`src/rtl/game_pkg.sv`:
```
// Shared encodings and types for the 2048 game core and the tile renderer.
package game_pkg;

  typedef logic [3:0] tile_t;

  localparam logic [1:0] ST_PLAYING = 2'd0;
  localparam logic [1:0] ST_WON     = 2'd1;
  localparam logic [1:0] ST_LOST    = 2'd2;

  localparam logic [1:0] DIR_UP    = 2'd0;
  localparam logic [1:0] DIR_DOWN  = 2'd1;
  localparam logic [1:0] DIR_LEFT  = 2'd2;
  localparam logic [1:0] DIR_RIGHT = 2'd3;

  localparam tile_t WIN_TILE_DEFAULT = 4'd11;

  // Board index of element e of line k; element 0 sits on the edge tiles slide toward.
  function automatic logic [3:0] cell_idx(input logic [1:0] dir, input logic [1:0] k,
                                          input logic [1:0] e);
    logic [3:0] idx;
    unique case (dir)
      DIR_LEFT:  idx = {k, e};
      DIR_RIGHT: idx = {k, ~e};
      DIR_UP:    idx = {e, k};
      DIR_DOWN:  idx = {~e, k};
      default:   idx = {k, e};
    endcase
    return idx;
  endfunction

endpackage

```
`src/rtl/line_merge.sv`:
```
// Combinational slide-and-merge of one 4-tile line toward element 0.
module line_merge
  import game_pkg::*;
(
  input  tile_t [3:0]  tiles_in,
  output tile_t [3:0]  tiles_out,
  output logic         changed,
  output logic [15:0]  score_inc
);

  tile_t       w_packed [5];
  logic [2:0]  w_cnt;
  logic [2:0]  w_out_pos;
  logic        w_skip;
  logic [17:0] w_acc;

  always_comb begin
    for (int i = 0; i < 5; i++) begin
      w_packed[i] = '0;
    end
    w_cnt = '0;
    for (int i = 0; i < 4; i++) begin
      if (tiles_in[2'(i)] != '0) begin
        w_packed[w_cnt] = tiles_in[2'(i)];
        w_cnt           = w_cnt + 3'd1;
      end
    end

    // w_packed[4] stays zero so the pair test never needs a bounds guard.
    tiles_out = '0;
    w_out_pos = '0;
    w_skip    = 1'b0;
    w_acc     = '0;
    for (int i = 0; i < 4; i++) begin
      if (w_skip) begin
        w_skip = 1'b0;
      end else if (w_packed[3'(i)] != '0) begin
        if (w_packed[3'(i)] == w_packed[3'(i + 1)]) begin
          tiles_out[w_out_pos[1:0]] = (w_packed[3'(i)] == 4'd15) ? 4'd15
                                                                 : w_packed[3'(i)] + 4'd1;
          w_acc  = w_acc + (18'd1 << (w_packed[3'(i)] + 5'd1));
          w_skip = 1'b1;
        end else begin
          tiles_out[w_out_pos[1:0]] = w_packed[3'(i)];
        end
        w_out_pos = w_out_pos + 3'd1;
      end
    end

    changed   = (tiles_out != tiles_in);
    score_inc = (w_acc > 18'h0FFFF) ? 16'hFFFF : w_acc[15:0];
  end

endmodule

```
`src/rtl/game_core.sv`:
```
// 2048 board engine: slides/merges on command, spawns tiles from an LFSR, classifies the game.
module game_core
  import game_pkg::*;
#(
  parameter logic [15:0] LFSR_SEED = 16'hACE1,
  parameter tile_t       WIN_TILE  = WIN_TILE_DEFAULT
) (
  input  logic          clk,
  input  logic          rst,
  input  logic          move_valid,
  input  logic [1:0]    move_dir,
  output logic          move_ready,
  input  logic          load,
  input  tile_t [15:0]  load_grid,
  output tile_t [15:0]  grid,
  output logic [1:0]    state,
  output logic [15:0]   score
);

  typedef enum logic [2:0] {
    StInit, StIdle, StSlide, StSpawn, StEval, StWon, StLost
  } fsm_e;

  fsm_e         r_fsm, w_fsm_nxt;
  tile_t [15:0] r_grid, w_grid_nxt;
  logic [15:0]  r_score, w_score_nxt;
  logic [1:0]   r_state, w_state_nxt;
  logic [15:0]  r_lfsr;
  logic [1:0]   r_dir, w_dir_nxt;
  logic [1:0]   r_line, w_line_nxt;
  logic         r_changed, w_changed_nxt;
  logic [3:0]   r_spawn_idx, w_spawn_idx_nxt;
  logic         r_spawn_first, w_spawn_first_nxt;
  logic         r_init_more, w_init_more_nxt;

  logic [3:0][3:0] w_cell;
  tile_t [3:0]     w_line_in, w_line_out;
  logic            w_lm_changed;
  logic [15:0]     w_lm_score;
  logic [16:0]     w_score_sum;
  logic [3:0]      w_spawn_pick;
  logic            w_any_win, w_any_empty, w_any_pair;

  always_comb begin
    for (int e = 0; e < 4; e++) begin
      w_cell[2'(e)]    = cell_idx(r_dir, r_line, 2'(e));
      w_line_in[2'(e)] = r_grid[w_cell[2'(e)]];
    end
  end

  line_merge u_line_merge (
    .tiles_in  (w_line_in),
    .tiles_out (w_line_out),
    .changed   (w_lm_changed),
    .score_inc (w_lm_score)
  );

  assign w_score_sum  = {1'b0, r_score} + {1'b0, w_lm_score};
  assign w_spawn_pick = r_spawn_first ? r_lfsr[3:0] : r_spawn_idx;

  always_comb begin
    w_any_win   = 1'b0;
    w_any_empty = 1'b0;
    w_any_pair  = 1'b0;
    for (int i = 0; i < 16; i++) begin
      if (r_grid[4'(i)] >= WIN_TILE) w_any_win = 1'b1;
      if (r_grid[4'(i)] == '0) w_any_empty = 1'b1;
      if ((i % 4 != 3) && (r_grid[4'(i)] == r_grid[4'(i + 1)])) w_any_pair = 1'b1;
      if ((i < 12) && (r_grid[4'(i)] == r_grid[4'(i + 4)])) w_any_pair = 1'b1;
    end
  end

  always_comb begin
    w_fsm_nxt         = r_fsm;
    w_grid_nxt        = r_grid;
    w_score_nxt       = r_score;
    w_state_nxt       = r_state;
    w_dir_nxt         = r_dir;
    w_line_nxt        = r_line;
    w_changed_nxt     = r_changed;
    w_spawn_idx_nxt   = r_spawn_idx;
    w_spawn_first_nxt = r_spawn_first;
    w_init_more_nxt   = r_init_more;

    unique case (r_fsm)
      StInit: begin
        w_fsm_nxt         = StSpawn;
        w_spawn_first_nxt = 1'b1;
        w_init_more_nxt   = 1'b1;
      end
      StIdle, StWon, StLost: begin
        if (load) begin
          w_grid_nxt    = load_grid;
          w_score_nxt   = '0;
          w_changed_nxt = 1'b0;
          w_fsm_nxt     = StEval;
        end else if (r_fsm == StIdle && move_valid) begin
          w_dir_nxt     = move_dir;
          w_line_nxt    = '0;
          w_changed_nxt = 1'b0;
          w_fsm_nxt     = StSlide;
        end
      end
      StSlide: begin
        for (int e = 0; e < 4; e++) begin
          w_grid_nxt[w_cell[2'(e)]] = w_line_out[2'(e)];
        end
        w_score_nxt   = w_score_sum[16] ? 16'hFFFF : w_score_sum[15:0];
        w_changed_nxt = r_changed | w_lm_changed;
        w_line_nxt    = r_line + 2'd1;
        if (r_line == 2'd3) begin
          if (r_changed | w_lm_changed) begin
            w_fsm_nxt         = StSpawn;
            w_spawn_first_nxt = 1'b1;
            w_init_more_nxt   = 1'b0;
          end else begin
            w_fsm_nxt = StEval;
          end
        end
      end
      StSpawn: begin
        w_spawn_first_nxt = 1'b0;
        if (r_grid[w_spawn_pick] == '0) begin
          w_grid_nxt[w_spawn_pick] = (r_lfsr[7:4] == 4'd0) ? 4'd2 : 4'd1;
          if (r_init_more) begin
            w_init_more_nxt   = 1'b0;
            w_spawn_first_nxt = 1'b1;
          end else begin
            w_fsm_nxt = StEval;
          end
        end else begin
          w_spawn_idx_nxt = w_spawn_pick + 4'd1;
        end
      end
      StEval: begin
        if (w_any_win) begin
          w_state_nxt = ST_WON;
          w_fsm_nxt   = StWon;
        end else if (!w_any_empty && !w_any_pair) begin
          w_state_nxt = ST_LOST;
          w_fsm_nxt   = StLost;
        end else begin
          w_state_nxt = ST_PLAYING;
          w_fsm_nxt   = StIdle;
        end
      end
      default: w_fsm_nxt = StInit;
    endcase
  end

  always_ff @(posedge clk or negedge rst) begin
    if (!rst) begin
      r_fsm         <= StInit;
      r_grid        <= '0;
      r_score       <= '0;
      r_state       <= ST_PLAYING;
      r_dir         <= '0;
      r_line        <= '0;
      r_changed     <= 1'b0;
      r_spawn_idx   <= '0;
      r_spawn_first <= 1'b0;
      r_init_more   <= 1'b0;
    end else begin
      r_fsm         <= w_fsm_nxt;
      r_grid        <= w_grid_nxt;
      r_score       <= w_score_nxt;
      r_state       <= w_state_nxt;
      r_dir         <= w_dir_nxt;
      r_line        <= w_line_nxt;
      r_changed     <= w_changed_nxt;
      r_spawn_idx   <= w_spawn_idx_nxt;
      r_spawn_first <= w_spawn_first_nxt;
      r_init_more   <= w_init_more_nxt;
    end
  end

  // Fibonacci LFSR, taps 16/14/13/11; free-running so spawn positions depend on timing.
  always_ff @(posedge clk or negedge rst) begin
    if (!rst) begin
      r_lfsr <= LFSR_SEED;
    end else begin
      r_lfsr <= {r_lfsr[14:0], r_lfsr[15] ^ r_lfsr[13] ^ r_lfsr[12] ^ r_lfsr[10]};
    end
  end

  assign move_ready = (r_fsm == StIdle);
  assign grid       = r_grid;
  assign state      = r_state;
  assign score      = r_score;

endmodule

```
`config.mk`:
```
export PLATFORM = sky130hd
export DESIGN_NAME = game_core
export DESIGN_NICKNAME = d
export VERILOG_FILES = /design/src/rtl/game_pkg.sv /design/src/rtl/line_merge.sv /design/src/rtl/game_core.sv
export SDC_FILE = /design/constraint.sdc
export NUM_CORES = 1
export LEC_CHECK = 0
export CORE_UTILIZATION = 45
export CTS_CLUSTER_SIZE = 12
export DETAILED_ROUTE_END_ITERATION = 7
export MAX_ROUTING_LAYER = met4
export PLACE_DENSITY_LB_ADDON = 0.2
export SETUP_SLACK_MARGIN = 0.15
export SLEW_MARGIN = 20
export SYNTH_ARGS = -nofsm -noshare
export SYNTH_HDL_FRONTEND = slang
export SYNTH_HIERARCHICAL = 1
export SYNTH_SLANG_ARGS = --single-unit
```
`constraint.sdc`:
```
create_clock -name clk -period 5.4 [get_ports clk]
set_clock_uncertainty 0.05 [all_clocks]
set_input_delay 1.08 -clock clk [delete_from_list [all_inputs] [get_ports clk]]
set_output_delay 1.08 -clock clk [all_outputs]
set_load 0.03 [all_outputs]
```
### Word level (Yosys, flattened, before mapping)

Cells that the tools add are included.

* add/subtract/negate cells: 16
* multipliers: 0
* div/mod/pow operators: 0
* $lt $le $gt $ge: 23
* equal/unequal tests: 41
* shift operators: 4
* muxes and demuxes: 141
* bitwise logic cells: 7
* reductions and logical operators: 42

Operators by type and width (number)
* 2-to-1 mux 18 bit: 11
* bitwise mux 64 bit: 3
* 2-to-1 mux 16 bit: 12
* case mux 64 bit (3 select lines): 1
* 2-to-1 mux 64 bit: 2
* bitwise mux 16 bit: 6
* 2-to-1 mux 4 bit: 18
* left shift 1 x 5 -> 18 bit (first input constant): 4
* adder 18 bit: 3
* == test 4 bit: 13
* 2-to-1 mux 1 bit: 49
* binary-select mux 4 bit (select 4 bit): 3
* demux 4 bit (select 4 bit): 3
* logical NOT 4 bit: 10
* == test 4 bit (second input constant): 9
* >= comparator 4 bit (second input constant): 9
* case mux 16 bit (2 select lines): 1
* case mux 4 bit (4 select lines): 2
* demux 4 bit (select 2 bit): 3
* 2-to-1 mux 3 bit: 8
* nonzero test 4 bit: 6
* adder 4 x 1 -> 4 bit (second input constant): 5
* adder 4 x 1 -> 5 bit (second input constant): 4
* bitwise mux 20 bit: 1
* other kinds (41): 88

* register bits after elaboration: 112
* bits in latches: 0
* bits in writable memories: 0
* ROM bits: 0
* output and inout port bits: 83
* word-level logic and storage cells: 300
* memories kept: 0

### Logic depth before layout (Yosys ltp)

* word-level depth: 36
* gate-level depth with buffers: 28

### Cells and area by module

Netlist, hierarchy kept.

By module, submodules not included
* game_core: instances 1, cells an instance 1091, area each 8580.7 um^2, seq. area each 2787.7 um^2
* line_merge: instances 1, cells an instance 142, area each 830.8 um^2, seq. area each 0.0 um^2

### Worst setup path after synthesis

OpenSTA, ideal clock, no wires.

* kind: reg-to-reg
* start: reg r_line[1]
* end: reg r_score[10] (netlist: score[10])
* data arrival time: 5.277 ns
* required time: 5.227 ns
* slack: -0.050 ns
* stages on the path, launching flop included: 29
* buffers on the path: 6
* path through: dfrtp_1 -> clkbuf_1 -> nor2b_1 -> and2_1 -> clkbuf_1 -> clkbuf_1 -> a222oi_1 -> a21oi_1 -> a2111oi_0 -> o21ai_0 -> buf_4 -> nor4_1 -> a21oi_1 -> inv_1 -> ha_1 -> buf_2 -> nor3_1 -> a21oi_1 -> nor2_1 -> ha_1 -> fa_1 -> a211oi_1 -> o21a_1 -> o211ai_1 -> nand3_1 -> nand4b_1 -> clkbuf_1 -> o21ai_0 -> nand2_1

RTL lines
* start, declared: line game_core.sv:30 `logic [1:0] r_line, w_line_nxt;`
* start signal, assigned: line game_core.sv:169 `r_line <= w_line_nxt;`
* end signal, assigned: line game_core.sv:166 `r_score <= w_score_nxt;`
* end, declared: line game_core.sv:26 `logic [15:0] r_score, w_score_nxt;`

==> out/results.ini <==
[clock_tree]
numCtsBuffers = 9
cts_sinks = 111
worstSkewPairLatency_ps = 380
htree_levels = 3
root_buffer = clkbuf_16
cts_buffer_depth = 2
clkTransAtPathRegs_ps = 100
hold_buffers = 0
cts_tree = yes

[setup_path]
crit_required_ps = 5660
cp-startpoint = r_line[1]
start_kind = flop
critical-path-top-delay-family = simple AND/OR/NAND/NOR gates
critPathKind = flop to flop
path_buf_inv = 5
cp_max_fo = 8
crit_path_top_delay_cell = or4_4
rr_startpoint = r_line[1]
end_kind = flop
critical-path-max-stage-delay_ps = 530
arrival_ps = 5710
worstPathCellList = nor2b_1, and2_4, buf_4, a222oi_1, buf_4, mux2i_1, or4_4, buf_6, or4_4, o21ai_4, buf_6, nand2_2, nand3_2, a21oi_2, ha_1, nand4_1, o21bai_4, o211ai_1, nand3_1, nand4b_1, clkbuf_4, o21ai_0, nand2_1

[synthesis]
yosysWarningCount = 22
syn-instance-count = 1224
syn-cell-area_mm2 = 0.00935
postSynthAreaPerCell_um2 = 7.64

[worst_hold_path]
worst_hold_path_type = flop to flop
worstHoldStart = r_lfsr[14]

[sta]
setup_viol = 6
fin_ws_ps = -50.7
max_freq_ghz = 0.183
post-route-period-util = 1.01
setup_tns_ps = -253
maxSlewHeadroom = 0.258
rsz0062_at_grt = true
tightest_slew_ps = 1110
min_period_ps = 5450
hold_viol = 0
drv_slew = 0

[grt]
grt_max_degree = 63
first_global_vias = 11200
overflow = 0
grt_pass1_wl_mm = 68.0
antenna_found_initial = 0
grt_usage = 0.430

[layout]
finalNonFillerCells = 1811
synthToLayoutAreaGrowth_pct = 41.4
drive_gt1_frac = 0.221
num-nets-final = 1630

[job]
max-cap-violations = 0

[detailed_routing]
first_iter_violations = 1789
drtPass1Iterations = 7
drtAntennaViolNets = 0
drt-wirelength-per-cell_um = 25.3
drc = 0
vias = 12100
wirelength_mm = 45.7
viasPerCell = 6.66

[placement]
routabilityCongestion = 1.07
portBuffers = 151
dp.cells = 1771
post-place-ws_ps = -55.3
dpl.hpwl_mm = 34.0

[floorplanning]
core_area_mm2 = 0.0203
rows = 52
start_util = 0.460
die_w_um = 146
die_area_mm2 = 0.0214
ios = 153
die_y_um = 146

[status]
status = finished with violations
violations = setup timing

[routing by layer]
metal  vias up  wire [um]  GRT usage
met4         0       1890      0.179
met1      5740      18000      0.574
li1       5219          -          -
met3       157       5900     0.0928
met5         -          0          -
met2       943      19900      0.629
[worst register-to-register path, delay by kind of cell, from the launching register on]
family,cells,cell delay [ps]
buffers and inverters,5,910
adder cells (fa/ha/maj),1,360
multiplexers,1,60
flip-flops,1,460
AO/OA/AOI/OAI,6,1310
AND/OR/NAND/NOR,10,2230
[cell type report]
type / count / area [um2]
diodes: 1 / 2.50
clock buffers: 9 / 225
clock inverters: 7 / 104
fillers: 1795 / 7080
inverters: 45 / 169
multi-input cells: 987 / 6300
flip-flops and latches: 111 / 2790
well taps: 270 / 338
repair buffers: 381 / 3290
[registers in the layout (all words and copies together), names as in the netlist]
name and count:
grid 64, r_changed 1, r_dir 2, r_fsm 3, r_init_more 1, r_lfsr 16
r_line 2, r_spawn_first 1, r_spawn_idx 4, score 16, state 1
[through the flow]
step | instance area (um2) | utilization | hold WS [ps]
after CTS | 12800 | 0.632 | 316
after detailed placement | 12400 | 0.613 | 297
after global placement | 12400 | 0.613 | 287
after global routing | 13200 | 0.651 | 319
final | 13200 | 0.651 | 313
after floorplan | 9400 | - | 281
[final timing paths]
path	to	slack (ps)	cells after the start
min in group asynchronous	score[7]	750	1
setup / recovery	score[12]	-50	23
max in group asynchronous	score[13]	3590	2
hold reg to reg	r_lfsr[15]	310	0
hold / removal	r_lfsr[15]	310	0
setup reg to reg	score[12]	-50	23
[repair_timing]
item,in CTS,in global routing
gates cloned,0,1
resized for setup,14,77
setup buffers,3,19
pin swaps,8,24
endpoints found under the setup margin,16,16
[placed cells by master, fill, tap and decap left out, types with 18 or more instances in the layout]
master and n:
buf_4 219, nand2_1 155, clkdlybuf4s50_1 150, a21oi_1 112, nor2_1 110, dfrtp_1 101, o21ai_0 99, o22ai_1 53
inv_1 44, mux2i_1 35, a222oi_1 34, nor3_1 31, nand3_1 28, ha_1 21, o21ai_1 18, xnor2_1 18
Power is not shown: default switching activity piles up to over one toggle a cycle in this logic, so the estimate is an artifact.
==> edit, RTL diff (same settings) <==
Make the reset (`rst`) synchronous in 2 clocked blocks.
--- a/src/rtl/game_core.sv
+++ b/src/rtl/game_core.sv
@@ -149,5 +149,5 @@
   end
 
-  always_ff @(posedge clk or negedge rst) begin
+  always_ff @(posedge clk) begin
     if (!rst) begin
       r_fsm         <= StInit;
@@ -176,5 +176,5 @@
 
   // Fibonacci LFSR, taps 16/14/13/11; free-running so spawn positions depend on timing.
-  always_ff @(posedge clk or negedge rst) begin
+  always_ff @(posedge clk) begin
     if (!rst) begin
       r_lfsr <= LFSR_SEED;
Function: differs if rst is asserted again (counterexample within 4 cycles, from zero or initial values and one cycle with rst low); with rst held inactive, the same outputs for 10 cycles.
==> edit against the unedited design <==
Area after synthesis rose by 3.5%. Cell area fell by 0.61%. Sequential cell count unchanged. Maximum frequency increased by 3.4%. Core utilization decreased by 2.6 points. Routed wire length increased by 6.3%. Final cell count rose by 1.8%. Worst setup slack improved by 0.18 ns.
==> edit: results (changes against the unedited design) <==
- Initial antenna violation count: 0 (unchanged)
- # fillers: 1928 (+7.4%)
- Ant. Diodes: 0 (-1)
- Worst-path clk slew: 0.09 ns
- Buffers outside the clock class: 335 (-12%)
- Fraction of area in non-clock buffers: 0.228 (-0.0211)
- #MultiIn Comb: 1085 (+9.9%)
- Slowest stage cell, crit path: or4_4
- Ys Warns: 22 (unchanged)
- Gp weighted congestion: 1.07 (about the same)
- Placed standard-cell area: 12300 um^2 (-0.99%)
- Layout cells sized above 1: 0.189 (-0.0328)
- First-pass GRT wire length: 71.5 mm (+5.2%)
- Placed insts: 1802 (+1.8%)
- Seq cells: 111 (unchanged)
- CTS root buf: clkbuf_16
- Worst path max stage delay: 0.57 ns (+0.04 ns)
- Clock Latency Late Sink: 0.38 ns (about the same)
- Cell count after synthesis: 1327 (+8.4%)
- Multi-input gate share of total cell area: 0.546 (+0.0695)
- Clock buf/inv share: 0.0239 (-0.000991)
- Routed vias: 12500 (+3.8%)
- Arr. time, crit path: 5.50 ns (-0.21 ns)
- Post-DP HPWL: 36.1 mm (+6.1%)
- All-Layer GR Usage: 0.445 (+0.0143)
- Pre-antenna DRT Iters: 7 (unchanged)
- Area Overhead vs Synth: 35.8%
- IO Port Bufs: 151 (unchanged)
- Crit path max fanout: 15 (+7)
- Worst-Margin Slew: 1.01 ns (-0.101 ns)
- H-Tree Depth: 3 (unchanged)
- VDD IR max: around 0.42 mV
- Vias per cell: 6.79 (+1.9%)
- Non-clk invs: 22 (-51%)
- Max reg flops: 64 (unchanged)
- Largest net degree at the start of global routing: 76 (+21%)
- Post-place setup slack: -0.0149 ns (+0.0405 ns)
- Status: finished, final reports clean
- Worst Hold Class: reg2reg
- DRT iter0 DRCs: 1861 (+4.0%)
- Post-route cell area: 13100 um^2 (-0.61%)
- Clock buffer depth: 2 (unchanged)
- CTS Buf Count: 9 (unchanged)
- Register area: 2230 um^2 (-20%)
- Lkg Pwr: between 5 and 6 nW
- Final net count: 1659 (+1.8%)
- DR WL/cell: 26.4 um (+4.4%)
- Number of global-route vias before repair: 11500 (+2.2%)
[edit: cell types whose count changed in the layout (fill, tap and decap cells not counted), moves of 28 or more]
cell,unedited run,this run
dfxtp_1,0,107
dfrtp_1,101,0
buf_4,219,171
o21ai_0,99,51
nor3_1,31,61
inv_1,44,16
[edit: repair_timing]
item                                    CTS  global route
gates cloned                              1             1
buffers inserted                          4            20
endpoints found under the setup margin   16            18
pin swaps                                12            35
gates resized for setup                  29            53
[edit: final timing paths]
kind | startpoint | to | slack (ns) | cells past startpoint
worst max-delay path | r_line[0] | score[10] | 0.13 | 22
worst min-delay path | r_lfsr[9] | r_lfsr[10] | 0.37 | 1
worst max register to register | r_line[0] | score[10] | 0.13 | 22
worst min register to register | r_lfsr[9] | r_lfsr[10] | 0.37 | 1
[edit: layer usage]
| layer | track usage | vias up | share of wire | wire (um) |
|---|---|---|---|---|
| li1 | - | 5523 | - | - |
| met2 | 0.633 | 912 | 0.42 | 20600 |
| met3 | 0.131 | 191 | 0.14 | 6630 |
| met5 | - | - | 0 | 0 |
| met1 | 0.577 | 5889 | 0.39 | 19200 |
| met4 | 0.194 | 0 | 0.046 | 2220 |
[edit: critical path: cells and delay by family, from the launching register on]
kind                       cells  cell delay (ns)
AOI/OAI and AO/OA             10             2.23
and+or+nand+nor                5             1.24
adders and majority gates      3             0.70
buffers and inverters          4             0.58
DFF                            1             0.35
[edit: report_power, final]
part | switching [mW] | internal, mW | total (mW)
combinational | 4.49 | 2.61 | 7.10
clock | 0.406 | 0.342 | 0.748
sequential | 0.410 | 1.07 | 1.48
